==> src/rtl/bm_match_pkg.sv <==
// Shared constants and types for the bm_match accumulate stage.
package bm_match_pkg;

  localparam int BM_IN_W        = 36;
  localparam int BM_ACC_W       = 44;
  localparam int BM_OUT_W       = 36;
  localparam int BM_NUM_SAMPLES = 16;

  localparam logic [BM_OUT_W-1:0] SAT_MAX = '1;

  typedef enum logic [0:0] {
    ACCUM = 1'b0,
    HOLD  = 1'b1
  } state_t;

endpackage

==> src/rtl/bm_match_out_reg.sv <==
// Result holding register: loads on the block-complete pulse, drops valid on consume or clear.
module bm_match_out_reg #(
  parameter int W = 36
) (
  input  logic         clock,
  input  logic         reset_n,
  input  logic         load,
  input  logic         drop,
  input  logic [W-1:0] load_data,
  input  logic         load_overflow,
  output logic         valid,
  output logic [W-1:0] data,
  output logic         overflow
);

  logic         valid_reg;
  logic [W-1:0] data_reg;
  logic         overflow_reg;

  // Data and overflow are retained after a drop; only the valid flag falls.
  always_ff @(posedge clock or negedge reset_n) begin
    if (!reset_n) begin
      valid_reg    <= 1'b0;
      data_reg     <= '0;
      overflow_reg <= 1'b0;
    end else if (load) begin
      valid_reg    <= 1'b1;
      data_reg     <= load_data;
      overflow_reg <= load_overflow;
    end else if (drop) begin
      valid_reg    <= 1'b0;
    end
  end

  assign valid    = valid_reg;
  assign data     = data_reg;
  assign overflow = overflow_reg;

endmodule

==> src/rtl/bm_match_accum_stage.sv <==
// Accumulates NUM_SAMPLES words per block and presents the sum on a valid/ready port.
// Define BM_MATCH_ACCUM_SAT_EN to saturate out_data on overflow instead of truncating.
module bm_match_accum_stage
  import bm_match_pkg::*;
#(
  parameter int IN_W        = BM_IN_W,
  parameter int ACC_W       = BM_ACC_W,
  parameter int OUT_W       = BM_OUT_W,
  parameter int NUM_SAMPLES = BM_NUM_SAMPLES
) (
  input  logic             clock,
  input  logic             reset_n,
  input  logic             clear,
  input  logic             in_valid,
  output logic             in_ready,
  input  logic [IN_W-1:0]  in_data,
  output logic             out_valid,
  input  logic             out_ready,
  output logic [OUT_W-1:0] out_data,
  output logic             out_overflow
);

  localparam int CNT_W = $clog2(NUM_SAMPLES);
  localparam logic [CNT_W-1:0] LAST_CNT = CNT_W'(NUM_SAMPLES - 1);
  localparam logic [OUT_W-1:0] OUT_MAX =
    (OUT_W == BM_OUT_W) ? OUT_W'(SAT_MAX) : {OUT_W{1'b1}};

  state_t           state_reg;
  logic [ACC_W-1:0] acc_reg;
  logic [CNT_W-1:0] count_reg;
  logic             in_ready_reg;

  logic             in_xfer;
  logic             last_xfer;
  logic             out_accept;
  logic [ACC_W-1:0] sum_next;
  logic             sum_ovf;
  logic [OUT_W-1:0] res_next;

  assign in_xfer    = in_valid && in_ready_reg && !clear && (state_reg == ACCUM);
  assign last_xfer  = in_xfer && (count_reg == LAST_CNT);
  assign out_accept = out_valid && out_ready;
  assign sum_next   = acc_reg + ACC_W'(in_data);
  assign sum_ovf    = sum_next > ACC_W'(OUT_MAX);

`ifdef BM_MATCH_ACCUM_SAT_EN
  assign res_next = sum_ovf ? OUT_MAX : sum_next[OUT_W-1:0];
`else
  assign res_next = sum_next[OUT_W-1:0];
`endif

  // in_ready is registered: it tracks the state the FSM will be in next cycle.
  always_ff @(posedge clock or negedge reset_n) begin
    if (!reset_n) begin
      state_reg    <= ACCUM;
      acc_reg      <= '0;
      count_reg    <= '0;
      in_ready_reg <= 1'b0;
    end else if (clear) begin
      state_reg    <= ACCUM;
      acc_reg      <= '0;
      count_reg    <= '0;
      in_ready_reg <= 1'b1;
    end else begin
      case (state_reg)
        ACCUM: begin
          in_ready_reg <= !last_xfer;
          if (last_xfer) begin
            state_reg <= HOLD;
            acc_reg   <= '0;
            count_reg <= '0;
          end else if (in_xfer) begin
            acc_reg   <= sum_next;
            count_reg <= count_reg + CNT_W'(1);
          end
        end
        HOLD: begin
          if (out_accept) begin
            state_reg    <= ACCUM;
            in_ready_reg <= 1'b1;
          end
        end
        default: begin
          state_reg    <= ACCUM;
          in_ready_reg <= 1'b0;
        end
      endcase
    end
  end

  assign in_ready = in_ready_reg;

  bm_match_out_reg #(
    .W(OUT_W)
  ) u_out_reg (
    .clock        (clock),
    .reset_n      (reset_n),
    .load         (last_xfer),
    .drop         (clear || out_accept),
    .load_data    (res_next),
    .load_overflow(sum_ovf),
    .valid        (out_valid),
    .data         (out_data),
    .overflow     (out_overflow)
  );

endmodule

==> config.mk <==
export PLATFORM = sky130hd
export DESIGN_NAME = bm_match_accum_stage
export DESIGN_NICKNAME = d
export VERILOG_FILES = /design/src/rtl/bm_match_pkg.sv /design/src/rtl/bm_match_out_reg.sv /design/src/rtl/bm_match_accum_stage.sv
export SDC_FILE = /design/constraint.sdc
export NUM_CORES = 1
export LEC_CHECK = 0
export CAP_MARGIN = 40
export CELL_PAD_IN_SITES_DETAIL_PLACEMENT = 2
export CELL_PAD_IN_SITES_GLOBAL_PLACEMENT = 2
export CORE_MARGIN = 2
export CORE_UTILIZATION = 30
export DETAILED_ROUTE_END_ITERATION = 8
export MAX_ROUTING_LAYER = met4
export PLACE_DENSITY = 0.79
export SLEW_MARGIN = 20
export SYNTH_ARGS = -nofsm -noshare
export SYNTH_HDL_FRONTEND = slang
export SYNTH_SLANG_ARGS = --single-unit
==> constraint.sdc <==
create_clock -name clock -period 2.65 [get_ports clock]
set_input_delay 0.53 -clock clock [delete_from_list [all_inputs] [get_ports clock]]
set_output_delay 0.53 -clock clock [all_outputs]
set_load 0.05 [all_outputs]
==> metrics.txt <==
status=finished with violations; failing checks=setup timing; slew margin rel.=58.76%; largest net degree at the start of global routing=56; Worst Path Arrival=3.54 ns; Fmax=0.3034 GHz; H-tree levels=3; total power=8.019 mW; CTS Buffer Depth=2; CP Capture Type=flip-flop; # fillers=1,839; area grow syn2layout=76.22%; Port-buffer cells=79; crit share post-route=124.4%; most frequent cells in the layout=179 x buf_4, 125 x nand2_1, 86 x dfrtp_1; Total GRT Usage=35.08%; unrepaired setup endpoints after global routing=true; final net count=1,000; die width=141.9 µm; Ports=80; total grt overflow=0; initial core utilization=30.49%; met3 Track Usage GR=4.792%; post-synth cell types=57; vias in the first global route=7,897; PD cells=798.0 mW/mm²; clock sink count=88; die area=0.02013 mm²; Setup WS pre-CTS=-1.036 ns; YS warnings=0; crit start category=primary input; max FFs per register=44; flop-to-flop setup slack=-0.57 ns; reg-to-reg startpoint=acc_reg[22]; Post-Syn Area per Cell=8.747 µm²; DR WL/cell=34.30 µm; Peak VDD IR=388.2 µV; Final WS setup=-0.6463 ns; die height=141.9 µm; reg2reg path depth=12; Std-Cell Rows=50; Antenna Nets Post-Route=0; Max Cap Viol=0; Fin. Hold Viols=0; max-slew violation count=0; Synth Register Bits=88; CTS clock-pin slew for the worst setup and hold paths=0.07 ns; skew final=0.01527 ns; drt first pass iters=5; design area=0.01005 mm²; Static Leak=4.579 nW; busiest grt layer=met2; fin crit period=3.296 ns; WP data required=2.90 ns; asr flop ratio synth=100.0%; M2 GR Usage=62.39%; Worst-Skew Late Latency=0.39 ns; Mapped Cells=652; initial drt markers=511; core area=0.01871 mm²; met1 Use GR=37.94%; commonest non-fill, non-tap cell in the layout=buf_4; vias per std cell=6.184; placed cell area=0.007965 mm²; final wirelength=39.82 mm; share of cells above drive strength 1=43.63%; first-pass GRT wire length=50.70 mm; Crit Reg-Reg Endpoint=u_out_reg.overflow; synthesized net count=731; Slew @ Worst Pin=0.6167 ns; Residual DRC=0; Worst Setup SP=in_data[26]; mapped cell area=0.005703 mm²; antenna violations before repair=1; crit path max fanout=4; dpl hpwl=18.54 mm; number of synthesized flops with an enable pin=0; HP Class=primary input to async pin; CTS tree=done; Num CTS Buffers=9; routability cong.=0.9426; CTS Root Cell=clkbuf_16; Worst Path Class, Setup=primary input to flip-flop; post-synthesis sequential area ratio=38.61%; Synth Flop Type=dfrtp_1; Final setup viols=51; vias=7,180
==> cells by family (layout without fill, tap and decap cells) <==
family	count (synthesis)	in the layout	share of synthesized area, %
simple gates	233	233	18.50
compound gates	207	207	24.48
flops	88	88	38.61
buf+inv	42	316	2.764
fa+ha+maj	38	38	8.469
xor+xnor	34	34	5.221
mux	10	10	1.953
other cells	0	1	0
==> report_power, final <==
group	leakage (nW)	internal, mW	switching (mW)
sequential	1.19	1.48	0.220
combinational	3.25	2.28	2.70
clock	0.135	0.689	0.648
total	4.58	4.45	3.57
==> critical path, cell delays in order <==
cell	delay, ns
clkdlybuf4s50_1	0.50
ha_4	0.38
nand2_1	0.13
nor2_2	0.23
nand4_1	0.14
buf_4	0.19
o2bb2ai_4	0.26
nor2_4	0.09
a31oi_4	0.25
nand3_2	0.14
o221a_1	0.30
or3_1	0.39
==> final cells by class <==
cell class | count | area (µm²) | share of cell area (%)
repair buffers | 289 | 2495 | 24.83
diodes | 1 | 2.502 | 0.02490
clock buffers | 12 | 256.5 | 2.552
multi-input cells | 522 | 4728 | 47.05
clock inverters | 4 | 28.78 | 0.2864
inverters | 11 | 41.29 | 0.4109
well taps | 234 | 292.8 | 2.913
flip-flops and latches | 88 | 2205 | 21.94
==> Yosys cell counts (9+ instances only) <==
library cell  instances  area [µm²]
nand3_1              10       50.05
nor2_1               30       112.6
xor2_1               12       105.1
a22o_1               35       306.5
inv_1                11       41.29
xnor2_1              22       192.7
a21o_1               15       112.6
mux2_2                9       101.4
a21oi_1              56       280.3
ha_1                 37       462.9
dfrtp_1              88        2202
nand4_1              11       68.82
clkbuf_1             29       108.9
or3_1                10       62.56
o21ai_0              39       195.2
nand2_1             135       506.7
==> worst max path at each step <==
stage,endpoint,slack (ns),cells past startpoint
floorplan,acc_reg[34],-0.28,11
global placement,acc_reg[34],-0.94,12
detailed placement,acc_reg[34],-1.04,12
CTS,u_out_reg.data[30],-0.39,11
global route,u_out_reg.overflow,-0.67,12
finish,u_out_reg.overflow,-0.65,12
==> layer usage <==
layer	up-vias	part of all wire (%)
li1	2894	-
met1	3698	38
met2	401	50
met3	187	5.2
met4	0	6.9
met5	-	0
==> what timing repair did <==
| action | CTS | global route |
|---|---|---|
| hold buffers | 0 | 0 |
| gates resized for setup | 230 | 75 |
| setup buffers | 36 | 27 |
| pin swaps | 96 | 76 |
| setup endpoints to repair | 56 | 53 |
==> through the flow <==
step	cells	hold slack, ns	TNS, ns	util (%)
after floorplan	652	0.2344	-1.893	-
after global placement	1089	0.4586	-36.15	42.58
after detailed placement	1089	0.4719	-43.89	42.58
after CTS	1138	0.1291	-3.819	50.93
after global routing	1161	0.1565	-14.39	53.73
final	1161	0.1068	-13.17	53.73
No activity file was read; power rests on OpenSTA's default activity.
